File: config.mk
export PLATFORM = sky130hd
export DESIGN_NAME = mem_arbiter
export DESIGN_NICKNAME = d
export VERILOG_FILES = /design/src/rtl/mem_arbiter.sv
export SDC_FILE = /design/constraint.sdc
export NUM_CORES = 1
export LEC_CHECK = 0
export BUFFER_PORTS_ARGS = -buffer_cell sky130_fd_sc_hd__buf_4
export CAP_MARGIN = 5
export CORE_AREA = 2 2 121 123
export CTS_BUF_LIST = sky130_fd_sc_hd__clkbuf_16
export DETAILED_ROUTE_END_ITERATION = 16
export DIE_AREA = 0 0 123 125
export GPL_TIMING_DRIVEN = 1
export PLACE_DENSITY = 0.51
export SYNTH_ARGS = -nofsm -noshare
export SYNTH_HDL_FRONTEND = slang
export SYNTH_SLANG_ARGS = --single-unit
export TNS_END_PERCENT = 20
File: constraint.sdc
create_clock -name clock -period 1.5 [get_ports clock]
set_input_delay 0.15 -clock clock [delete_from_list [all_inputs] [get_ports clock]]
set_output_delay 0.15 -clock clock [all_outputs]
set_load 0.02 [all_outputs]
File: src/rtl/mem_arbiter.sv
// Two-master burst arbiter in front of a single memory port. Each grant covers one
// whole transaction (write burst, or read command plus all returned beats), round-robin.
module mem_arbiter #(
  parameter int ADDR_WIDTH     = 32,
  parameter int DATA_WIDTH     = 32,
  parameter int BURSTLEN_WIDTH = 2
) (
  input  logic                      clock,
  input  logic                      reset,
  // master 0
  input  logic [ADDR_WIDTH-1:0]     m0_addr,
  input  logic [BURSTLEN_WIDTH-1:0] m0_burst_len,
  input  logic                      m0_rd,
  input  logic                      m0_wr,
  input  logic [DATA_WIDTH-1:0]     m0_wr_data,
  output logic                      m0_waitrequest,
  output logic [DATA_WIDTH-1:0]     m0_rd_data,
  output logic                      m0_rd_valid,
  // master 1
  input  logic [ADDR_WIDTH-1:0]     m1_addr,
  input  logic [BURSTLEN_WIDTH-1:0] m1_burst_len,
  input  logic                      m1_rd,
  input  logic                      m1_wr,
  input  logic [DATA_WIDTH-1:0]     m1_wr_data,
  output logic                      m1_waitrequest,
  output logic [DATA_WIDTH-1:0]     m1_rd_data,
  output logic                      m1_rd_valid,
  // memory side
  output logic [ADDR_WIDTH-1:0]     mem_addr,
  output logic [BURSTLEN_WIDTH-1:0] mem_burst_len,
  output logic                      mem_rd,
  output logic                      mem_wr,
  output logic [DATA_WIDTH-1:0]     mem_wr_data,
  input  logic                      mem_waitrequest,
  input  logic [DATA_WIDTH-1:0]     mem_rd_data,
  input  logic                      mem_rd_valid,
  // FSM state for checkers: 0 IDLE, 1 WRITE, 2 READ_CMD, 3 READ_DATA
  output logic [1:0]                o_dbg_state
);

  // Handshake: a read command or write beat transfers on a rising edge where rd/wr is
  // high and waitrequest is low; rd_valid beats carry no backpressure and are taken as seen.

  localparam logic [1:0] S_IDLE      = 2'd0;
  localparam logic [1:0] S_WRITE     = 2'd1;
  localparam logic [1:0] S_READ_CMD  = 2'd2;
  localparam logic [1:0] S_READ_DATA = 2'd3;

  localparam logic [BURSTLEN_WIDTH-1:0] CNT_ONE = BURSTLEN_WIDTH'(1);

  logic [1:0]                r_state;
  logic                      r_grant;
  logic                      r_last;
  logic [BURSTLEN_WIDTH-1:0] r_cnt;
  logic [BURSTLEN_WIDTH-1:0] r_target;

  logic                      w_req0;
  logic                      w_req1;
  logic                      w_pick;
  logic                      w_pick_wr;
  logic [BURSTLEN_WIDTH-1:0] w_pick_len;
  logic [ADDR_WIDTH-1:0]     w_sel_addr;
  logic [BURSTLEN_WIDTH-1:0] w_sel_len;
  logic                      w_sel_rd;
  logic                      w_sel_wr;
  logic [DATA_WIDTH-1:0]     w_sel_wdata;
  logic                      w_fwd;
  logic                      w_rdata_phase;
  logic                      w_wr_beat;
  logic                      w_cmd_acc;
  logic                      w_last_beat;

  assign w_req0 = m0_rd | m0_wr;
  assign w_req1 = m1_rd | m1_wr;

  // On a tie the master that was not served most recently wins.
  assign w_pick     = (w_req0 & w_req1) ? ~r_last : w_req1;
  assign w_pick_wr  = w_pick ? m1_wr : m0_wr;
  assign w_pick_len = w_pick ? m1_burst_len : m0_burst_len;

  assign w_sel_addr  = r_grant ? m1_addr      : m0_addr;
  assign w_sel_len   = r_grant ? m1_burst_len : m0_burst_len;
  assign w_sel_rd    = r_grant ? m1_rd        : m0_rd;
  assign w_sel_wr    = r_grant ? m1_wr        : m0_wr;
  assign w_sel_wdata = r_grant ? m1_wr_data   : m0_wr_data;

  assign w_fwd         = (r_state == S_WRITE) || (r_state == S_READ_CMD);
  assign w_rdata_phase = (r_state == S_READ_DATA);

  assign mem_addr      = w_sel_addr;
  assign mem_burst_len = w_sel_len;
  assign mem_wr_data   = w_sel_wdata;
  assign mem_wr        = (r_state == S_WRITE) & w_sel_wr;
  assign mem_rd        = (r_state == S_READ_CMD) & w_sel_rd;

  assign m0_waitrequest = (w_fwd && !r_grant) ? mem_waitrequest : 1'b1;
  assign m1_waitrequest = (w_fwd &&  r_grant) ? mem_waitrequest : 1'b1;
  assign m0_rd_valid    = w_rdata_phase & ~r_grant & mem_rd_valid;
  assign m1_rd_valid    = w_rdata_phase &  r_grant & mem_rd_valid;
  assign m0_rd_data     = mem_rd_data;
  assign m1_rd_data     = mem_rd_data;

  assign w_wr_beat   = mem_wr & ~mem_waitrequest;
  assign w_cmd_acc   = mem_rd & ~mem_waitrequest;
  assign w_last_beat = (r_cnt == r_target);

  assign o_dbg_state = r_state;

  always_ff @(posedge clock) begin
    if (reset) begin
      r_state  <= S_IDLE;
      r_grant  <= 1'b0;
      r_last   <= 1'b1;
      r_cnt    <= '0;
      r_target <= '0;
    end else begin
      case (r_state)
        S_IDLE: begin
          if (w_req0 | w_req1) begin
            r_grant  <= w_pick;
            r_target <= w_pick_len;
            r_cnt    <= '0;
            r_state  <= w_pick_wr ? S_WRITE : S_READ_CMD;
          end
        end
        S_WRITE: begin
          if (w_wr_beat) begin
            r_cnt <= r_cnt + CNT_ONE;
            if (w_last_beat) begin
              r_last  <= r_grant;
              r_state <= S_IDLE;
            end
          end
        end
        S_READ_CMD: begin
          if (w_cmd_acc) r_state <= S_READ_DATA;
        end
        S_READ_DATA: begin
          // Completion always returns to IDLE, giving one idle cycle before the next grant.
          if (mem_rd_valid) begin
            r_cnt <= r_cnt + CNT_ONE;
            if (w_last_beat) begin
              r_last  <= r_grant;
              r_state <= S_IDLE;
            end
          end
        end
        default: r_state <= S_IDLE;
      endcase
    end
  end

endmodule

==> key figures <==
Route
  • Iter 0 DRT Violations: 24
  • WL met2: 4802 um
  • DR WL met3: 1045 um
  • Antenna viol nets, final: 0
  • Detailed Routing Iterations Pass 1: 4
  • Vias: 2172
  • Post-Route M1 WL: 3250 um
  • DR top layer: met4
  • Routed wire length: 9216 um
  • # DRC: 0
  • Detailed-route vias per instance: 3.899
  • Routed length per placed instance: 16.55 um

Die
  • Die H: 125 um
  • I/O Pins: 310
  • Core Area: 0.01420 mm2
  • Die W: 123 um
  • Core Rows: 44
  • Starting Density: 13.28%
  • Die footprint: 0.01538 mm2

CTS
  • CTS clock-pin slew for the worst setup and hold paths: 0.04 ns
  • Maximum root-to-sink buffer count: 2
  • Root Driver: clkbuf_16
  • H-tree depth: 1
  • CTS buffer count: 3
  • Clock latency on the worst-skew pair: 0.23 ns
  • Sink Count: 8
  • CTS tree: yes

Final layout
  • Fill cells: 1495
  • Post-Layout Cell Count: 557
  • Design Area, Final: 0.003839 mm2
  • Register Area: 171.4 um2
  • Area growth from synthesis to layout: 103.4%
  • Share of cells above drive strength 1: 85.52%
  • Final core occ: 27.03%
  • # diodes: 0
  • Area of the multi-input gates: 0.001376 mm2
  • # nets final: 552

STA
  • Final setup viols: 35
  • Worst Skew: 0.004117 ns
  • FMAX: 633.1 MHz
  • Worst slew pin tran: 0.6180 ns
  • RSZ-0062 raised after global routing: true
  • Post-layout min period: 1.579 ns
  • WHS: 0.1339 ns
  • Headroom to the max-slew limit: 58.36%
  • Final hold violations: 0
  • Fin Setup TNS: -0.6630 ns
  • Setup WS post-layout: -0.07949 ns
  • Period utilization: 105.3%
  • Max-slew violations: 0

Power and ir drop
  • Total power: 4.124 mW
  • PD cells: 1074 mW/mm2
  • P_leak: 1.873 nW
  • Worst vdd ir: 0.0005223 V

Worst setup path
  • Setup Crit Path Kind: register to primary output
  • Slowest cell on the critical path: dfxtp_4
  • CP required: 1.35 ns
  • Largest stage delay, worst path: 0.38 ns
  • Crit start category: register
  • CP Max Fanout: 4
  • Arr. time, crit path: 1.43 ns
  • Critical path, cell by cell: inv_4 -> ha_4 -> or3b_4 -> buf_6
  • Crit. End Element: primary output

Synthesis
  • Syn nets: 388
  • Synth Warn #: 0
  • Top-area cell type share of the netlist area: 39.39%
  • Syn Inst Count: 211
  • Synth top area cells: mux2_2 (39%), buf_4 (25%), dfxtp_1 (8.5%)
  • Post-Synthesis Cell Area: 0.001887 mm2
  • Post-synthesis sequential area ratio: 8.488%
  • FF+latch count, synth: 8
  • Syn_area_per_cell: 8.942 um2
  • Post-synth top area cell: mux2_2
  • Synth unique cells: 37

Placement
  • Post-placement cell area: 0.003333 mm2
  • Placed cells: 548
  • Global placement routability congestion: 0.8030
  • IO Port Bufs: 213
  • Pre-CTS WS: -0.08642 ns
  • Dpl hpwl: 7572 um

GRT
  • Initial antenna violation count: 0
  • Vias in the first global route: 2276
  • Gr usage total: 10.19%
  • Gr ovfl total: 0
  • Largest net degree at the start of global routing: 23
  • First-pass GRT wire length: 12030 um

Flow run
  • Max-Cap Viols: 0

Min path
  • Hold/Removal Path Class: input pin to register

Run status
  • Failing checks: setup timing
  • Outcome: finished, violations left
cell type report:
class                   instances  area share [%]
well taps                     184           5.997
multi-input cells             124           35.85
clock buffers                   3           1.956
repair buffers                231           50.91
inverters                       7          0.8149
flip-flops and latches          8           4.465
path summary, 6_finish.rpt:
kind	cells past startpoint	to	start	slack (ns)
hold / removal	2	o_dbg_state[0]$_SDFFE_PP0P_	reset	0.13
hold reg to reg	2	r_target[0]$_SDFFE_PP0P_	r_target[0]$_SDFFE_PP0P_	0.52
setup reg to reg	6	o_dbg_state[1]$_SDFFE_PP0P_	o_dbg_state[1]$_SDFFE_PP0P_	-0.05
setup / recovery	4	m0_waitrequest	o_dbg_state[0]$_SDFFE_PP0P_	-0.08
where the power goes:
| group | total (mW) | leakage [nW] | internal [mW] | switching, mW |
|---|---|---|---|---|
| sequential | 0.392 | 0.0678 | 0.301 | 0.0905 |
| clock | 0.454 | 0.0370 | 0.344 | 0.110 |
| combinational | 3.28 | 1.77 | 1.81 | 1.47 |
cells by family (layout without fill, tap and decap cells):
group	Yosys count	in the layout	synth area share (%)
buffers and inverters	79	241	28.91
muxes	71	71	42.04
and+or+nand+nor	25	25	7.230
AOI/OAI and AO/OA	21	21	9.085
DFF	8	8	8.488
adders and majority gates	5	5	3.316
xor gates and xnor gates	2	2	0.9286
layer usage:
metal | track usage (%) | up-vias
met2 | 20.02 | 169
li1 | - | 1009
met3 | 2.464 | 17
met1 | 10.75 | 977
met5 | 0 | -
met4 | 2.005 | 0
synth_stat cells, drive strengths merged:
cell type	instances
nand4	1
nor3	1
nand4b	1
a41oi	2
and3	1
or3b	1
o41ai	1
nand2	4
nor4	1
a21oi	2
o221ai	1
mux2i	5
dfxtp	8
inv	7
nand3b	1
and4	1
a21bo	1
ha	5
xor2	2
o21ai	6
a211oi	3
buf	72
a221oi	1
and2	1
and2b	1
or2	1
a31o	1
nor2	7
nand3	1
nor2b	1
a2bb2oi	2
mux2	66
o2111a	1
nand2b	1
placed cells by master, fill, tap and decap left out, types with 2 or more instances in the layout:
| master | n |
|---|---|
| buf_4 | 188 |
| buf_6 | 38 |
| mux2_4 | 36 |
| mux2_2 | 30 |
| nor2_1 | 7 |
| inv_1 | 5 |
| dfxtp_1 | 5 |
| nand2_1 | 4 |
| mux2i_1 | 4 |
| clkbuf_16 | 4 |
| o21ai_0 | 3 |
| dfxtp_4 | 3 |
| inv_4 | 2 |
| a2bb2oi_1 | 2 |
| xor2_1 | 2 |
| a41oi_1 | 2 |
| a211oi_1 | 2 |
| a21oi_1 | 2 |
| o21ai_2 | 2 |
| ha_4 | 2 |
| ha_1 | 2 |
| buf_16 | 2 |
registers in the layout (all words and copies together), names as in the netlist:
signal and flops:
o_dbg_state 2, r_cnt 2, r_grant 1, r_last 1, r_target 2
critical path, delay by kind of cell, from the launching register on:
family / cells / cell delay, ns
DFF: 1 / 0.38
and+or+nand+nor: 1 / 0.37
adders and majority gates: 1 / 0.25
buffers and inverters: 2 / 0.19
what timing repair did:
item                                    in CTS  in global routing
hold endpoints to repair                     0                  0
pin swaps                                    1                  2
setup buffers                                4                  0
hold buffers                                 0                  0
endpoints found under the setup margin      55                 73
gates cloned                                 1                  1
resized for setup                           54                 41
(Power assumes the default switching activity.)
